--- src/rtl/tank_sprite_render_if.sv ---
// Pixel-stream, tank-state and sprite-ROM signals between the scan generator/mixer and the tank sprite stage.
interface tank_sprite_render_if;
  logic [9:0]  pixel_x;
  logic [9:0]  pixel_y;
  logic        video_on;
  logic        frame_start;
  logic [9:0]  tank_x;
  logic [9:0]  tank_y;
  logic [1:0]  tank_dir;
  logic        tank_en;
  logic        blink_en;
  logic [11:0] rom_addr;
  logic [11:0] rom_data;
  logic [11:0] sprite_rgb;
  logic        sprite_hit;

  modport master (
    output pixel_x, pixel_y, video_on, frame_start,
    output tank_x, tank_y, tank_dir, tank_en, blink_en,
    output rom_data,
    input  rom_addr, sprite_rgb, sprite_hit
  );

  modport slave (
    input  pixel_x, pixel_y, video_on, frame_start,
    input  tank_x, tank_y, tank_dir, tank_en, blink_en,
    input  rom_data,
    output rom_addr, sprite_rgb, sprite_hit
  );
endinterface

--- src/rtl/tank_sprite_render.sv ---
// Two-stage tank sprite renderer: box test + heading rotation into a ROM address, then colour key / hit.
// Tank state is shadowed once per frame so the sprite cannot tear mid-frame.
module tank_sprite_render #(
  parameter int          SPR_W   = 40,
  parameter logic [11:0] KEY_RGB = 12'h000
) (
  input logic                 clk,
  input logic                 rst_n,
  tank_sprite_render_if.slave bus
);
  localparam logic [5:0]  LAST  = 6'(SPR_W - 1);
  localparam logic [10:0] SPR11 = 11'(SPR_W);

  logic [9:0]  sx_q, sx_d, sy_q, sy_d;
  logic [1:0]  sdir_q, sdir_d;
  logic        sen_q, sen_d, sblink_q, sblink_d;
  logic [3:0]  fcnt_q, fcnt_d;
  logic [11:0] rom_addr_q, rom_addr_d;
  logic        in_box_q, in_box_d;
  logic [11:0] sprite_rgb_q, sprite_rgb_d;
  logic        sprite_hit_q, sprite_hit_d;

  logic        show, in_box;
  logic [10:0] px11, py11, sx11, sy11;
  logic [5:0]  r, c, row, col;
  logic [11:0] addr;

  always_ff @(posedge clk or negedge rst_n) begin
    if (!rst_n) begin
      sx_q         <= '0;
      sy_q         <= '0;
      sdir_q       <= '0;
      sen_q        <= 1'b0;
      sblink_q     <= 1'b0;
      fcnt_q       <= '0;
      rom_addr_q   <= '0;
      in_box_q     <= 1'b0;
      sprite_rgb_q <= '0;
      sprite_hit_q <= 1'b0;
    end else begin
      sx_q         <= sx_d;
      sy_q         <= sy_d;
      sdir_q       <= sdir_d;
      sen_q        <= sen_d;
      sblink_q     <= sblink_d;
      fcnt_q       <= fcnt_d;
      rom_addr_q   <= rom_addr_d;
      in_box_q     <= in_box_d;
      sprite_rgb_q <= sprite_rgb_d;
      sprite_hit_q <= sprite_hit_d;
    end
  end

  // Frame latch: shadows and blink counter move only on frame_start.
  always_comb begin
    sx_d     = sx_q;
    sy_d     = sy_q;
    sdir_d   = sdir_q;
    sen_d    = sen_q;
    sblink_d = sblink_q;
    fcnt_d   = fcnt_q;
    if (bus.frame_start) begin
      sx_d     = bus.tank_x;
      sy_d     = bus.tank_y;
      sdir_d   = bus.tank_dir;
      sen_d    = bus.tank_en;
      sblink_d = bus.blink_en;
      fcnt_d   = fcnt_q + 4'd1;
    end
  end

  // Stage 1: 11-bit compares so a box hanging off the right/bottom edge clips instead of wrapping.
  always_comb begin
    show   = sen_q & ~(sblink_q & fcnt_q[3]);
    px11   = {1'b0, bus.pixel_x};
    py11   = {1'b0, bus.pixel_y};
    sx11   = {1'b0, sx_q};
    sy11   = {1'b0, sy_q};
    in_box = bus.video_on & show &
             (px11 >= sx11) & (px11 < sx11 + SPR11) &
             (py11 >= sy11) & (py11 < sy11 + SPR11);
    r      = 6'(bus.pixel_y - sy_q);
    c      = 6'(bus.pixel_x - sx_q);
    row    = r;
    col    = c;
    case (sdir_q)
      2'd1: begin row = LAST - c; col = r;        end
      2'd2: begin row = LAST - r; col = LAST - c; end
      2'd3: begin row = c;        col = LAST - r; end
      default: begin row = r;     col = c;        end
    endcase
    addr       = ({6'd0, row} << 5) + ({6'd0, row} << 3) + {6'd0, col};
    rom_addr_d = in_box ? addr : 12'd0;
    in_box_d   = in_box;
  end

  // Stage 2: colour key against the word the ROM returns for last cycle's address.
  always_comb begin
    sprite_hit_d = in_box_q & (bus.rom_data != KEY_RGB);
    sprite_rgb_d = sprite_hit_d ? bus.rom_data : 12'd0;
  end

  assign bus.rom_addr   = rom_addr_q;
  assign bus.sprite_rgb = sprite_rgb_q;
  assign bus.sprite_hit = sprite_hit_q;
endmodule

--- src/flat_wrapper.sv ---
// flat-port wrapper written by rule: the top's interface ports become plain ports
module tank_sprite_render_flat 
#(
  parameter int          SPR_W   = 40,
  parameter logic [11:0] KEY_RGB = 12'h000
)
  (clk, rst_n, bus_pixel_x, bus_pixel_y, bus_video_on, bus_frame_start, bus_tank_x, bus_tank_y, bus_tank_dir, bus_tank_en, bus_blink_en, bus_rom_data, bus_rom_addr, bus_sprite_rgb, bus_sprite_hit);
  tank_sprite_render_if bus_i ();
  input logic clk;
  input logic rst_n;
  input wire logic [$bits(bus_i.pixel_x)-1:0] bus_pixel_x;
  input wire logic [$bits(bus_i.pixel_y)-1:0] bus_pixel_y;
  input wire logic [$bits(bus_i.video_on)-1:0] bus_video_on;
  input wire logic [$bits(bus_i.frame_start)-1:0] bus_frame_start;
  input wire logic [$bits(bus_i.tank_x)-1:0] bus_tank_x;
  input wire logic [$bits(bus_i.tank_y)-1:0] bus_tank_y;
  input wire logic [$bits(bus_i.tank_dir)-1:0] bus_tank_dir;
  input wire logic [$bits(bus_i.tank_en)-1:0] bus_tank_en;
  input wire logic [$bits(bus_i.blink_en)-1:0] bus_blink_en;
  input wire logic [$bits(bus_i.rom_data)-1:0] bus_rom_data;
  output wire logic [$bits(bus_i.rom_addr)-1:0] bus_rom_addr;
  output wire logic [$bits(bus_i.sprite_rgb)-1:0] bus_sprite_rgb;
  output wire logic [$bits(bus_i.sprite_hit)-1:0] bus_sprite_hit;
  assign bus_i.pixel_x = bus_pixel_x;
  assign bus_i.pixel_y = bus_pixel_y;
  assign bus_i.video_on = bus_video_on;
  assign bus_i.frame_start = bus_frame_start;
  assign bus_i.tank_x = bus_tank_x;
  assign bus_i.tank_y = bus_tank_y;
  assign bus_i.tank_dir = bus_tank_dir;
  assign bus_i.tank_en = bus_tank_en;
  assign bus_i.blink_en = bus_blink_en;
  assign bus_i.rom_data = bus_rom_data;
  assign bus_rom_addr = bus_i.rom_addr;
  assign bus_sprite_rgb = bus_i.sprite_rgb;
  assign bus_sprite_hit = bus_i.sprite_hit;
  tank_sprite_render #(.SPR_W(SPR_W), .KEY_RGB(KEY_RGB)) u_core (.clk(clk), .rst_n(rst_n), .bus(bus_i));
endmodule
--- config.mk ---
export PLATFORM = sky130hd
export DESIGN_NAME = tank_sprite_render_flat
export DESIGN_NICKNAME = d
export VERILOG_FILES = /design/src/rtl/tank_sprite_render_if.sv /design/src/rtl/tank_sprite_render.sv /design/src/flat_wrapper.sv
export SDC_FILE = /design/constraint.sdc
export NUM_CORES = 1
export LEC_CHECK = 0
export ABC_AREA = 1
export CAP_MARGIN = 10
export CORE_MARGIN = 5
export CORE_UTILIZATION = 57
export CTS_BUF_LIST = sky130_fd_sc_hd__clkbuf_4
export CTS_CLUSTER_DIAMETER = 60
export CTS_CLUSTER_SIZE = 24
export DETAILED_ROUTE_END_ITERATION = 7
export PLACE_DENSITY_LB_ADDON = 0.05
export SLEW_MARGIN = 10
export SYNTH_ARGS = -nofsm -noshare
export SYNTH_HDL_FRONTEND = slang
export SYNTH_SLANG_ARGS = --single-unit
--- constraint.sdc ---
create_clock -name clk -period 9.62 [get_ports clk]
set_input_delay 1.924 -clock clk [delete_from_list [all_inputs] [get_ports clk]]
set_output_delay 1.924 -clock clk [all_outputs]
set_load 0.03 [all_outputs]
Word level (Yosys, flattened, before mapping)
Index checks and enable logic that the tools add are counted.
{ "totals": {"elab_cells": 40, "output_inout_bits": 25, "reg_bits": 54, "inputBits": 60} }
{ "classes": {"add_sub_neg": 9, "n_reduce_logical": 1, "bitwise_logic": 9, "n_mux": 4, "order_cmp": 4, "n_eq_ne": 3} }
{ "op_table": {"columns": ["operator", "n"], "rows": [
  ["6-bit one-hot mux with 3 select lines", 2],
  ["12-bit 2-to-1 mux", 2],
  ["10-bit by 6-bit adder with 11-bit output (second input constant)", 2],
  ["10-bit by 11-bit less-than comparator with 1-bit output", 2],
  ["10-bit greater-or-equal comparator", 2],
  ["11-bit by 9-bit adder with 12-bit output", 1],
  ["12-bit by 6-bit adder with 12-bit output", 1],
  ["12-bit nonzero test", 1],
  ["6-bit subtractor", 2],
  ["6-bit subtractor (first input constant)", 2],
  ["1-bit bitwise AND", 8],
  ["4-bit by 1-bit adder with 4-bit output (second input constant)", 1],
  ["2-bit == test (second input constant)", 2],
  ["2-bit by 1-bit == test with 1-bit output (second input constant)", 1],
  ["1-bit NOT", 1]
]} }

Depth between registers and ports, before layout
Gate-level depths: netlist of run 1.
{ "depth": {"depth_word": 9, "ltp_mapped": 26, "mapped_depth_nobuf": 26} }

Worst setup path after synthesis of run 1
No wires, ideal clock.
{ "synth_timing": {"path_type": "input to register", "startpoint": "input port bus_pixel_y[0]", "endpoint": "register u_core.rom_addr_q[10] (netlist: u_core.bus.rom_addr[10])", "stages": 24, "required_ps": 9501, "path_buffers": 0, "setup_time_ps": 119, "arrival_time_ps": 5064, "slack_ps": 4437, "path_cell_list": "inv_1 > ha_1 > inv_1 > fa_1 > nand3_1 > nand2_1 > xor2_1 > inv_1 > ha_1 > inv_1 > nand3_1 > nand2_1 > o221ai_1 > nor2_1 > fa_1 > fa_1 > nor2_1 > a211oi_1 > nor2_1 > o21ai_0 > nand2_1 > nand3_1 > nand2_1 > nor2_1"} }
{ "synth_via": {"elab_chain_cells": 6, "word_cells_on_any_way": 11, "classes_between": "4 x add/sub; 2 x order compare; 3 x mux; 2 x bitwise"} }
{ "synth_lines": {"columns": ["element", "line_no", "rtl"], "rows": [
  ["start, declared", "flat_wrapper.sv:12", "input wire logic [$bits(bus_i.pixel_y)-1:0] bus_pixel_y;"],
  ["6-bit subtractor", "tank_sprite_render.sv:82", "r = 6'(bus.pixel_y - sy_q);"],
  ["6-bit subtractor", "tank_sprite_render.sv:88, tank_sprite_render.sv:89", null],
  ["6-bit one-hot mux with 3 select lines", "tank_sprite_render.sv:86", "case (sdir_q)"],
  ["11-bit by 9-bit adder with 12-bit output", "tank_sprite_render.sv:92", "addr = ({6'd0, row} << 5) + ({6'd0, row} << 3) + {6'd0, col};"],
  ["12-bit by 6-bit adder with 12-bit output", "tank_sprite_render.sv:92", null],
  ["12-bit 2-to-1 mux (*)", "tank_sprite_render.sv:93", "rom_addr_d = in_box ? addr : 12'd0;"],
  ["net u_core.rom_addr_d[10]", "tank_sprite_render.sv:18", "logic [11:0] rom_addr_q, rom_addr_d;"],
  ["end signal, assigned", "tank_sprite_render.sv:47", "rom_addr_q <= rom_addr_d;"],
  ["end, declared", "tank_sprite_render.sv:18", null]
]} }
The timed path passes the listed nets; every way through them passes the cells marked *.
A chain may end at the register's enable or synchronous reset.

Worst setup path in the final report of run 1
Ends and elaborated chain as after synthesis.

==> impl_metrics.env, run 1 <==
export IMPL_cts_sinks=54
export IMPL_r2r_start="u_core.sy_q[0]"
export IMPL_critPathMaxFanout=4
export IMPL_cts_buffers=5
export IMPL_synth_fp_nets=592
export IMPL_synth_top_family_by_area="simple AND/OR/NAND/NOR gates"
export IMPL_utilization=0.7221
export IMPL_r2r_cells=23
export IMPL_async_reset_ff_frac=1.000
export IMPL_ant_nets=0
export IMPL_post_route_drc_count=0
export IMPL_dp_hpwl_um=7073
export IMPL_clk_latency_ns=0.40
export IMPL_io_buffer_count=84
export IMPL_min_path_cells=2
export IMPL_wl_um=8517
export IMPL_area_delta_synth_final_pct=25.60
export IMPL_layout_setup_ws_ns=4.101
export IMPL_power_static_leakage_nw=2.430
export IMPL_rsz0062_at_grt="no"
export IMPL_wl_per_cell_um=13.23
export IMPL_fin_worst_skew_ns=0.01956
export IMPL_yosysTopAreaCell="dfrtp_1"
export IMPL_min_to="u_core.sblink_q"
export IMPL_place_congestion=0.9550
export IMPL_clk_path_buf_depth=2
export IMPL_startpoint_type="primary input"
export IMPL_layoutNonFillerInstCount=644
export IMPL_fin_crit_ns=5.519
export IMPL_outcome="finished clean"
export IMPL_synth_warnings=0
export IMPL_finalSetupViolCount=0
export IMPL_synthAdderAreaFrac=0.1837
export IMPL_netlist_area_um2=3841
export IMPL_rows=30
export IMPL_end_kind="flip-flop"
export IMPL_cts_tree="done"
export IMPL_die_w_um=92.09
export IMPL_viasPerCell=5.199
export IMPL_syn_avg_cell_area_um2=8.036
export IMPL_yosysSeqAreaShare=0.3518
export IMPL_synth_edf_count=0
export IMPL_path_class="in -> reg"
export IMPL_holdBufCountCts=0
export IMPL_peakVddDrop_mv=0.06949
export IMPL_dpl_cell_count=636
export IMPL_yosys_area_share_simple=0.2176
export IMPL_drive_gt1_frac=0.04610
export IMPL_finalSetupTns_ns=0
export IMPL_vias=3348
export IMPL_powerDensity_nw_per_um2=151.4
export IMPL_firstDrtPassIters=5
export IMPL_crit_arrival_ns=5.85
export IMPL_grt_pass1_vias=3288
export IMPL_clk_pin_slew_ns=0.17
export IMPL_dieArea_um2=8481
export IMPL_grt_use_total=0.2133
export IMPL_start_util=0.5749
export IMPL_min_period_over_period=0.5737
export IMPL_ys_seq_elements=54
export IMPL_post_dp_cell_area_um2=4761
export IMPL_yosysMostFrequentCell="nand2_1"
export IMPL_cts_resized=0
export IMPL_finalNetCount=677
export IMPL_synthTopCellsByCount="nand2_1 (102), inv_1 (69), dfrtp_1 (54)"
export IMPL_grt_max_degree=55
export IMPL_slew_viol_final=0
export IMPL_drv_cap=0
export IMPL_grt_ovfl_total=0
export IMPL_grt_pass1_wl_um=14830
export IMPL_final_cell_area_um2=4825
export IMPL_clock_fmax_mhz=181.2
export IMPL_hold_start="u_core.sblink_q"
export IMPL_ys_top_cells_by_area="dfrtp_1 (35%), ha_1 (16%), nand2_1 (10%)"
export IMPL_placeableCoreArea_um2=6681
export IMPL_yosysUniqueCellTypes=38
export IMPL_dpl_worst_slack_ns=3.691
export IMPL_antenna_found_initial=0
export IMPL_synth_compound_area_share=0.1036
export IMPL_hp_class="reg -> reg"
export IMPL_post_cts_buffers=0
export IMPL_first_iter_violations=176
export IMPL_top_level_ports=85
export IMPL_synth_area_mux_share=0.002606
export IMPL_synthXorXnorAreaFrac=0.06156
export IMPL_cts_max_level=2
export IMPL_slew_headroom=0.5486
export IMPL_rr_endpoint="u_core.bus.rom_addr[10]"
export IMPL_total_power_uw=730.4
export IMPL_diodes=0
export IMPL_fin_hold_ws_ns=0.4944
export IMPL_root_buffer="clkbuf_4"
export IMPL_hold_viol=0
export IMPL_worstMarginPinSlew_ns=0.6771
export IMPL_regToRegSetupSlack_ns=5.72
export IMPL_synth_top_area_frac=0.3518
export IMPL_ys_flop_type="dfrtp_1"
export IMPL_die_h_um=92.09
export IMPL_syn_inst=478
export IMPL_required_ns=9.95
==> state kept, by name (all words and copies together) (netlist names), 2 cells and up <==
register and flops:
u_core.bus.rom_addr 12, u_core.sdir_q 2, u_core.sx_q 10, u_core.fcnt_q 4, u_core.bus.sprite_rgb 12, u_core.sy_q 10
==> power by group <==
part           switching (mW)  total, mW  internal (mW)
sequential             0.0159      0.263          0.247
clock                  0.0807      0.112         0.0311
combinational           0.202      0.356          0.154
==> final cells by class <==
cell class                 count  area, um^2
clock buffer                   5       37.54
inverter                      72       272.8
sequential                    54        1351
clock inverter                 3       26.28
multi-input combinational    344        2186
fill                         548        1857
tap                           80       100.1
timing repair buffer          86       850.8
==> critical path, stage by stage <==
cell and delay, ns:
clkdlybuf4s50_1 0.39, inv_1 0.07, ha_1 0.17, inv_1 0.07
fa_1 0.43, nand3_1 0.09, nand2_1 0.06, xor2_1 0.23
inv_1 0.07, ha_1 0.32, nand2_1 0.07, o211ai_1 0.09
o22ai_1 0.18, inv_1 0.09, ha_1 0.31, ha_1 0.35
nand2_1 0.09, nor2_1 0.04, a211oi_1 0.26, nor2_1 0.09
o21ai_0 0.15, nand2_1 0.09, nand3_1 0.08, nand2_1 0.05
nor2_1 0.08
==> cells in the final DEF, fill, tap and decap left out, drive strengths merged <==
cell type      netlist  layout
buf                  2       3
dfrtp               54      54
nand3b               2       2
fa                   4       4
nand4               11      11
xor2                21      21
o21a                 2       2
a21oi               22      22
a211oi               1       1
mux2i                1       1
nor4                 1       1
nand2              105     105
o211ai               1       1
o21bai               2       2
o2111ai              1       1
nand3               23      23
nor2                43      43
xnor2                6       6
a21boi               1       1
nor3                 6       6
clkbuf               6       5
clkinv               0       1
o21ai               35      35
a22oi                1       1
ha                  50      50
nor3b                1       1
inv                 72      74
a32oi                1       1
clkdlybuf4s50        0      83
o22ai                1       1
o221ai               2       2
==> per-layer routing <==
| metal | wire (um) | vias to the layer above | track usage |
|---|---|---|---|
| met5 | 0 | - | 0 |
| met4 | 119 | 0 | 0.05446 |
| met3 | 463 | 11 | 0.04102 |
| met2 | 4250 | 76 | 0.3729 |
| met1 | 3683 | 1539 | 0.2702 |
| li1 | - | 1722 | - |
==> worst max path at each step <==
stage | slack [ns] | cells past startpoint | to | startpoint
after floorplan | 4.44 | 24 | u_core.bus.rom_addr[10] | bus_pixel_y[0]
after global placement | 3.79 | 25 | u_core.bus.rom_addr[10] | bus_pixel_y[0]
after detailed placement | 3.69 | 25 | u_core.bus.rom_addr[10] | bus_pixel_y[0]
after CTS | 4.12 | 25 | u_core.bus.rom_addr[10] | bus_pixel_y[0]
after global routing | 3.76 | 25 | u_core.bus.rom_addr[10] | bus_pixel_y[0]
final | 4.10 | 25 | u_core.bus.rom_addr[10] | bus_pixel_y[0]
==> cells by family after synthesis <==
logic type      Yosys count
xor+xnor                 27
mux                       1
buf+inv                  80
flops                    54
fa+ha+maj                54
simple gates            192
compound gates           70
Note: power is estimated with default switching activity, not from simulation.
==> run 2, diff against run 1 <==
CORE_UTILIZATION = 48   (was 57)
clock period = 4.5 ns   (was 9.62 ns; I/O delays follow)
==> run 2 against run 1 <==
Highest routed layer unchanged; largest power group unchanged; setup slack lost 3.9 ns; final cell count grew 7.1%; clock-buffer cell count is the same.
==> impl_metrics.env, run 2 (same netlist as run 1, synthesis figures left out) <==
export IMPL_multi_input_area_um2=2213
export IMPL_final_cell_mix="nand2_1 (102), clkdlybuf4s50_1 (83), inv_1 (69)"
export IMPL_path_class="in -> reg"
export IMPL_cts_buffers=5
export IMPL_fillers=680
export IMPL_hold_viol=0
export IMPL_diodes=0
export IMPL_clock_fmax_mhz=230.8
export IMPL_drv_cap=0
export IMPL_clk_pin_slew_ns=0.16
export IMPL_cts_sinks=54
export IMPL_fin_worst_skew_ns=0.01341
export IMPL_finalSetupViolCount=0
export IMPL_post_route_drc_count=0
export IMPL_wl_per_cell_um=12.62
export IMPL_die_w_um=99.46
export IMPL_wl_um=8708
export IMPL_top_level_ports=85
export IMPL_utilization=0.6514
export IMPL_required_ns=4.80
export IMPL_p_int_mw=1.015
export IMPL_area_delta_synth_final_pct=31.73
export IMPL_slew_viol_final=0
export IMPL_viasPerCell=4.896
export IMPL_firstDrtPassIters=4
export IMPL_grt_met2_usage=0.3301
export IMPL_clk_latency_ns=0.38
export IMPL_finalNetCount=701
export IMPL_grt_pass1_wl_um=14610
export IMPL_dp_hpwl_um=7047
export IMPL_powerDensity_nw_per_um2=331.0
export IMPL_crit_arrival_ns=4.63
export IMPL_die_h_um=99.46
export IMPL_start_util=0.4945
export IMPL_switching_share=0.3937
export IMPL_place_congestion=0.9388
export IMPL_placeableCoreArea_um2=7767
export IMPL_end_kind="flip-flop"
export IMPL_dieArea_um2=9891
export IMPL_use_met3=0.03296
export IMPL_register_area_um2=1351
export IMPL_worstMarginPinSlew_ns=0.6828
export IMPL_grt_ovfl_total=0
export IMPL_vias=3378
export IMPL_slew_headroom=0.5448
export IMPL_io_buffer_count=84
export IMPL_min_period_over_period=0.9627
export IMPL_clkPwrFrac=0.136
export IMPL_drive_gt1_frac=0.09524
export IMPL_hp_class="reg -> reg"
export IMPL_grt_use_total=0.1803
export IMPL_startpoint_type="primary input"
export IMPL_ant_nets=0
export IMPL_outcome="finished clean"
export IMPL_grt_max_degree=55
export IMPL_rows=32
export IMPL_critPathMaxFanout=2
export IMPL_cts_max_level=2
export IMPL_power_static_leakage_nw=2.551
export IMPL_first_iter_violations=82
export IMPL_layout_commonest_cell="nand2_1"
export IMPL_root_buffer="clkbuf_4"
export IMPL_p_sw_uw=659.3
export IMPL_clk_path_buf_depth=2
export IMPL_finalSetupTns_ns=0
export IMPL_cts_tree="done"
export IMPL_seqPwrFrac=0.334
export IMPL_use_met1=0.2151
export IMPL_fin_crit_ns=4.332
export IMPL_combPwrFrac=0.529
export IMPL_peakVddDrop_mv=0.1489
export IMPL_grt_busiest_layer="met2"
export IMPL_holdBufCountCts=0
export IMPL_grt_pass1_vias=3413
export IMPL_antenna_found_initial=0
run 2: path summary, 6_finish.rpt:
path,slack (ns),start,end,depth (start not counted)
min in group asynchronous,0.61,rst_n,u_core.bus.sprite_rgb[4],2
setup / recovery,0.17,bus_pixel_y[0],u_core.bus.rom_addr[10],25
max in group asynchronous,3.43,rst_n,u_core.sdir_q[1],2
setup reg to reg,0.75,u_core.sy_q[0],u_core.bus.rom_addr[10],23
hold reg to reg,0.49,u_core.fcnt_q[3],u_core.fcnt_q[3],1
hold / removal,0.49,u_core.fcnt_q[3],u_core.fcnt_q[3],1
run 2: cell type report:
type / instances / area share
clock inverter: 3 / 0.005193
clock buffer: 5 / 0.007418
tap: 102 / 0.02522
timing repair buffer: 110 / 0.2038
sequential: 54 / 0.2671
inverter: 72 / 0.05391
multi-input combinational: 344 / 0.4374
run 2: power by group through the flow:
stage	registers, mW	logic, mW	clock network [mW]
after global routing	0.565	1.01	0.261
after detailed placement	0.568	0.855	0
final	0.560	0.887	0.228
after floorplan	0.569	0.547	0
after global placement	0.568	0.827	0
after CTS	0.560	0.860	0.246
run 2: routing by layer:
metal | vias to the layer above | share of wire | wire length [um]
li1 | 1774 | - | -
met1 | 1515 | 0.44 | 3803
met2 | 77 | 0.50 | 4361
met3 | 12 | 0.047 | 408
met4 | 0 | 0.015 | 134
met5 | - | 0 | 0
run 2: metrics by stage:
step | power (mW) | worst slack, ns | std cells | cell area [um^2] | hold slack, ns
finish | 1.675 | 0.1680 | 690 | 5060 | 0.4880
floorplan | 1.116 | 0.3414 | 478 | 3841 | 0.4417
global route | 1.831 | -0.06351 | 690 | 5060 | 0.5150
CTS | 1.665 | 0.1127 | 689 | 5025 | 0.4898
global placement | 1.395 | -0.1860 | 681 | 4961 | 0.4576
detailed placement | 1.423 | -0.3197 | 681 | 4961 | 0.4643
run 2: critical path, stage by stage:
cell	delay, ns
clkdlybuf4s50_1	0.39
inv_1	0.06
ha_1	0.16
inv_1	0.07
fa_1	0.39
nand3_1	0.08
nand2_1	0.08
xor2_2	0.17
inv_1	0.06
ha_1	0.21
inv_1	0.05
nand3_1	0.07
nand2_1	0.09
o221ai_1	0.10
nor2_1	0.17
fa_1	0.48
fa_2	0.37
nor2_2	0.15
a211oi_2	0.06
nor2_1	0.15
o21ai_1	0.08
nand2_1	0.10
nand3_1	0.08
nand2_1	0.06
nor2_1	0.04
run 2: timing repair:
item                       CTS  global route
setup buffers                0             1
gates resized for setup      0             7
setup endpoints to repair    0             1
